--- config.mk ---
export PLATFORM = sky130hd
export DESIGN_NAME = disp_update_sched
export DESIGN_NICKNAME = d
export VERILOG_FILES = /design/src/rtl/disp_update_sched.sv
export SDC_FILE = /design/constraint.sdc
export NUM_CORES = 1
export LEC_CHECK = 0
export BUFFER_PORTS_ARGS = -buffer_cell sky130_fd_sc_hd__buf_2
export CELL_PAD_IN_SITES_DETAIL_PLACEMENT = 0
export CELL_PAD_IN_SITES_GLOBAL_PLACEMENT = 1
export CORE_MARGIN = 2
export CORE_UTILIZATION = 30
export CTS_CLUSTER_SIZE = 25
export DETAILED_ROUTE_END_ITERATION = 10
export HOLD_SLACK_MARGIN = 0.15
export PLACE_DENSITY = 0.6
export SLEW_MARGIN = 20
export SYNTH_ARGS = -nofsm -noshare
export SYNTH_HDL_FRONTEND = slang
export SYNTH_SLANG_ARGS = --single-unit
--- constraint.sdc ---
create_clock -name vga_clk_i -period 4.4 [get_ports vga_clk_i]
set_input_delay 0.22 -clock vga_clk_i [delete_from_list [all_inputs] [get_ports vga_clk_i]]
set_output_delay 0.22 -clock vga_clk_i [all_outputs]
set_load 0.02 [all_outputs]
--- src/rtl/disp_update_sched.sv ---
// rtl/disp_update_sched.sv - tear-free frame-synchronous commit of chicken/rabbit display values
// Optional DISP_FRAME_CNT_EN adds a 16-bit free-running frame_cnt_o.
module disp_update_sched #(
  parameter int unsigned HOLD_FRAMES = 1
) (
  input  logic        vga_clk_i,
  input  logic        rst_i,
  input  logic        chicken_valid_i,
  input  logic [31:0] chicken_data_i,
  output logic        chicken_ready_o,
  input  logic        rabbit_valid_i,
  input  logic [31:0] rabbit_data_i,
  output logic        rabbit_ready_o,
  input  logic        picture_over_i,
  input  logic        output_display_i,
  output logic [31:0] chicken_disp_o,
  output logic [31:0] rabbit_disp_o,
`ifdef DISP_FRAME_CNT_EN
  output logic [15:0] frame_cnt_o,
`endif
  output logic        disp_valid_o
);

  typedef enum logic [1:0] {
    IDLE   = 2'd0,
    ARMED  = 2'd1,
    COMMIT = 2'd2,
    HOLD   = 2'd3
  } state_t;

  localparam logic [7:0] HOLD_LAST = 8'(HOLD_FRAMES - 1);

  state_t      state;
  logic        chicken_pend;
  logic        rabbit_pend;
  logic [31:0] chicken_shadow;
  logic [31:0] rabbit_shadow;
  logic [7:0]  hold_cnt;
  logic        committed_once;

  logic chicken_acc;
  logic rabbit_acc;
  logic any_pend;

  assign chicken_ready_o = !chicken_pend && (state != COMMIT);
  assign rabbit_ready_o  = !rabbit_pend && (state != COMMIT);
  assign chicken_acc     = chicken_valid_i && chicken_ready_o;
  assign rabbit_acc      = rabbit_valid_i && rabbit_ready_o;
  assign any_pend        = chicken_pend || rabbit_pend;
  assign disp_valid_o    = output_display_i && committed_once;

  always_ff @(posedge vga_clk_i or posedge rst_i) begin
    if (rst_i) begin
      state          <= IDLE;
      chicken_pend   <= 1'b0;
      rabbit_pend    <= 1'b0;
      chicken_shadow <= 32'd0;
      rabbit_shadow  <= 32'd0;
      chicken_disp_o <= 32'd0;
      rabbit_disp_o  <= 32'd0;
      hold_cnt       <= 8'd0;
      committed_once <= 1'b0;
    end else begin
      // ready is low during COMMIT, so acceptance never races with the pending clear
      if (chicken_acc) begin
        chicken_shadow <= chicken_data_i;
        chicken_pend   <= 1'b1;
      end
      if (rabbit_acc) begin
        rabbit_shadow <= rabbit_data_i;
        rabbit_pend   <= 1'b1;
      end

      case (state)
        IDLE: begin
          if (any_pend) state <= ARMED;
        end
        ARMED: begin
          if (picture_over_i) state <= COMMIT;
        end
        COMMIT: begin
          if (chicken_pend) begin
            chicken_disp_o <= chicken_shadow;
            chicken_pend   <= 1'b0;
          end
          if (rabbit_pend) begin
            rabbit_disp_o <= rabbit_shadow;
            rabbit_pend   <= 1'b0;
          end
          committed_once <= 1'b1;
          hold_cnt       <= 8'd0;
          // nothing can be pending once the commit clears the flags
          state          <= (HOLD_FRAMES > 1) ? HOLD : IDLE;
        end
        HOLD: begin
          if (picture_over_i) begin
            hold_cnt <= hold_cnt + 8'd1;
            if (hold_cnt + 8'd1 == HOLD_LAST) state <= any_pend ? ARMED : IDLE;
          end
        end
        default: state <= IDLE;
      endcase
    end
  end

`ifdef DISP_FRAME_CNT_EN
  always_ff @(posedge vga_clk_i or posedge rst_i) begin
    if (rst_i) frame_cnt_o <= 16'd0;
    else if (picture_over_i) frame_cnt_o <= frame_cnt_o + 16'd1;
  end
`endif

endmodule

-- Word level (Yosys, flattened, before mapping)
Index checks and enable logic that the tools add are counted.
Widths: inputs -> output; s select.
- flip-flop bits (word level): 141
- output and inout port bits: 67
- word-level logic and storage cells: 47
- add/subtract/negate cells: 1
- eq/ne operators: 8
- mux-type cells: 14
- reduce and logical (&&, ||, !) cells: 15
- operators by type and width (kind ; count):
    $pmux 8 s2 ; 1
    $ne 2x2->1 const B ; 5
    $add 8x1->8 const B ; 1
    $logic_not 8->1 ; 1
    $mux 2 ; 4
    $mux 8 ; 1
    $pmux 2 s4 ; 1
    $mux 1 ; 7
    $reduce_and 2->1 ; 3
    $logic_and 1x1->1 ; 5
    $eq 2x2->1 const B ; 2
    $reduce_and 4->1 ; 1
    $eq 2x1->1 const B ; 1
    $logic_not 1->1 ; 2
    $logic_not 2->1 ; 1
    $reduce_bool 2->1 ; 1
    $logic_or 1x1->1 ; 1

-- Logic depth before layout (Yosys ltp)
- depth after elaboration: 6
- gate-level depth with buffers: 7
- depth with buffers taken out: 5

-- Worst setup path after synthesis
OpenSTA, ideal clock, no wires.
- path type: reg2reg
- start point: register state[1]
- end point: register chicken_shadow[0]
- library setup time: 125 ps
- arrival time: 1588 ps
- path slack: 2687 ps
- cell stages (with the launch flop): 8
- buffers on the path: 3
- path through: dfrtp_1 > buf_4 > nor2b_4 > nor2_2 > and2_1 > buf_6 > buf_6 > mux2_4
- cells in the longest elaborated chain, start to end: 3
- RTL lines (what ; RTL line ; RTL):
    start, declared ; 33 ; state_t state;
    start signal, assigned ; 93 ; state <= (HOLD_FRAMES > 1) ? HOLD : IDLE;
    start signal, assigned ; 98 ; if (hold_cnt + 8'd1 == HOLD_LAST) state <= any_pend ? ARMED : IDLE;
    $ne 2x2->1 ; 45 ; assign chicken_ready_o = !chicken_pend && (state != COMMIT);
    $logic_and 1x1->1 ; 45 ;
    via chicken_ready_o ; 10 ; output logic chicken_ready_o,
    $logic_and 1x1->1 ; 47 ; assign chicken_acc = chicken_valid_i && chicken_ready_o;
    end signal, assigned ; 66 ; chicken_shadow <= chicken_data_i;
    end, declared ; 36 ; logic [31:0] chicken_shadow;
The timed path passes the listed nets, and every way through them passes these cells.
A chain may end at the register's enable or synchronous reset.

-- Worst setup path after layout
- start point: register state[1]
- end point: register chicken_shadow[31]
- cells in the longest elaborated chain, start to end: 3
- RTL lines (what ; RTL line):
    $ne 2x2->1 ; 45
    $logic_and 1x1->1 ; 45
    $logic_and 1x1->1 ; 47
No other way between the ends.

==> reports/summary.txt <==
Overflow after GRT: 0
DIE AREA: 20,300 um2
Met3 usage: 0.0421
Cell variety after synth: 36
Critical Path AT: 2.48 ns
# fillers: 1,757
VDD IR max: 0.324 mV
Hold Path Origin: picture_over_i
Worst skew pair latency: 0.42 ns
Layout Nets: 635
I/O pin count: 137
Worst slew pin tran: 1.09 ns
EDFF count, synth: 0
Post-CTS resize count: 0
Final critical-path share of the clock period: 0.496
Cell row count: 50
# setup viols final: 0
Die H: 143 um
YS warnings: 0
Highest clock rate: 0.458 GHz
Register area share after synthesis: 0.612
Vias in the first global route: 3,790
Initial antenna violation count: 0
Share of layout cells above drive strength 1: 0.532
DR pass1 iterations: 5
Final hold slack: 0.212 ns
Routed vias: 3,616
Worst min-delay path category: input port to register
Fin. Hold Viols: 0
TritonCTS clock tree: yes
Htree depth: 4
Syn Std Cell Area: 5760 um2
ANT nets after route: 0
Met1 usage: 0.159
Initial Util: 0.307
Layer with the highest usage: met2
Total GRT Usage: 0.126
Worst Path Max Fanout: 32
Core Area: 18,800 um2
Max cap viols: 0
Synth Net Count: 428
Vias per cell: 4.46
Final wirelength: 12.2 mm
DR iter-0 viols: 141
Cell count after synthesis: 357
Post-route DRC: 0
Critical path class: register to register
Root buffer cell: clkbuf_16
Avg Inst Size Synth: 16.1 um2
GPL Wtd Cong: 0.700
Leak: 0.00367 uW
ANT cells: 0
Worst EP required: 4.70 ns
Yosys reg bits: 141
CTS max path bufs: 2
Clock sink total: 141
Max_slew headroom: 0.270
HPWL Detailed: 7.74 mm
Slew Limit Fails: 0
Sum of negative setup slack: 0 ns
GR Layer Usage met2: 0.197
PortBufs: 136
Cts bufs inserted: 17
Ys async rst share: 1.00
RSZ-0062 raised after global routing: false
Tmin final: 2.18 ns
Critical Path Start Type: register
Post-synth top flop: dfrtp_1
Post-route core utilization: 0.420
CTS clock-pin slew for the worst setup and hold paths: 0.06 ns
Routed WL per cell: 15.0 um
Origin of the critical flop-to-flop path: state[1]$_DFFE_PP0P_
Outcome: complete, no violations
Critical Path Sink Type: register
First-pass GRT wire length: 19.8 mm
Syn-to-layout area delta: 36.9%
Skew final: 0.00999 ns
Die X: 143 um
PD cells: 742 nW/um2
Crit. Startpoint: state[1]$_DFFE_PP0P_
Largest net degree at the start of global routing: 109
[synthesized netlist by cell type, types with 2 or more instances]
master     number  area [um2]
buf_2           8        40.0
buf_6           8        90.1
mux2i_1         2        20.0
a22o_1          3        26.3
o21ai_0         4        20.0
mux2_2         68         766
nand3_1         4        20.0
nor2_2          2        12.5
a21oi_1         4        20.0
a31oi_1         2        12.5
mux2_4         60         901
nor3_1          2        10.0
inv_1           4        15.0
dfrtp_1       141        3530
nand2_1         6        22.5
o2bb2ai_1       4        35.0
and2_1          4        25.0
nor2_1          9        33.8
nand4_1         3        18.8
or2_2           2        12.5
clkbuf_1        2        7.51
[metrics by stage]
| stage | setup WS (ns) | std cells | power [uW] | instance area [um2] |
|---|---|---|---|---|
| final | 2.22 | 811 | 5850 | 7890 |
| after global routing | 2.07 | 811 | 6210 | 7890 |
| after CTS | 2.16 | 810 | 5940 | 7860 |
| after detailed placement | 2.18 | 711 | 4480 | 6620 |
| after global placement | 2.21 | 711 | 4420 | 6620 |
| after floorplan | 0.399 | 357 | 3890 | 5760 |
[what timing repair did]
action / 4_1_cts / 5_1_grt
endpoints found under the setup margin: 0 / 0
hold endpoints to repair: 173 / 0
hold buffers: 67 / 0
setup buffers: 0 / 0
[where the power goes]
part           internal [uW]  total [uW]  switching, uW  leakage [uW]
combinational           1160        2150            994       0.00172
clock                    810        1370            555      0.000270
sequential              1950        2330            383       0.00168
total                   3920        5850           1930       0.00367
[per-layer routing]
layer,wire [um],vias to the layer above
met5,0,-
met4,218,0
met3,700,16
met2,5590,104
met1,5660,1806
li1,-,1690
[layout make-up]
cell class | count | area [um2] | share of cell area
clock buffers | 20 | 457 | 0.0579
clock inverters | 12 | 110 | 0.0140
inverters | 4 | 20.0 | 0.00254
multi-input cells | 193 | 2080 | 0.263
flip-flops and latches | 141 | 3530 | 0.447
well taps | 234 | 293 | 0.0371
repair buffers | 207 | 1400 | 0.178
[logic make-up (layout without fill, tap and decap cells)]
family	count (synthesis)	after routing	share of synthesized area
simple gates	38	38	0.0352
xor+xnor	1	1	0.00152
fa+ha+maj	1	1	0.00217
flops	141	141	0.612
compound gates	23	23	0.0284
buf+inv	23	243	0.0278
mux	130	130	0.293
[cells in the final DEF (no fill, tap or decap), types with 5 or more instances in the layout]
| cell | n |
|---|---|
| clkbuf_16 | 17 |
| mux2_2 | 68 |
| dlygate4sd3_1 | 67 |
| inv_6 | 5 |
| nor2_1 | 9 |
| mux2_4 | 60 |
| dfrtp_1 | 141 |
| buf_2 | 136 |
| nand2_1 | 6 |
[worst max-delay path: stages, from the launching register on]
cell and delay, ns:
dfrtp_1 0.47, nor2b_4 0.19, nor2_2 0.10, and2_2 0.88, mux2_2 0.42
[final timing paths]
| path | end | slack, ns | cells past startpoint |
|---|---|---|---|
| max | chicken_shadow[31]$_DFFE_PP0P_ | 2.22 | 4 |
| min reg2reg | rabbit_disp_o[25]$_DFFE_PP0P_ | 0.50 | 1 |
| max reg2reg | chicken_shadow[31]$_DFFE_PP0P_ | 2.22 | 4 |
| min in group asynchronous | hold_cnt[2]$_DFFE_PP0P_ | 0.32 | 3 |
| max in group asynchronous | rabbit_shadow[18]$_DFFE_PP0P_ | 3.35 | 4 |
| min | hold_cnt[5]$_DFFE_PP0P_ | 0.21 | 2 |
[flip-flops by register name (all words and copies together) (netlist names)]
name / flops
committed_once: 1
rabbit_pend: 1
chicken_pend: 1
rabbit_shadow: 32
chicken_disp_o: 32
hold_cnt: 8
rabbit_disp_o: 32
state: 2
chicken_shadow: 32
No activity file was read; power rests on OpenSTA's default activity.
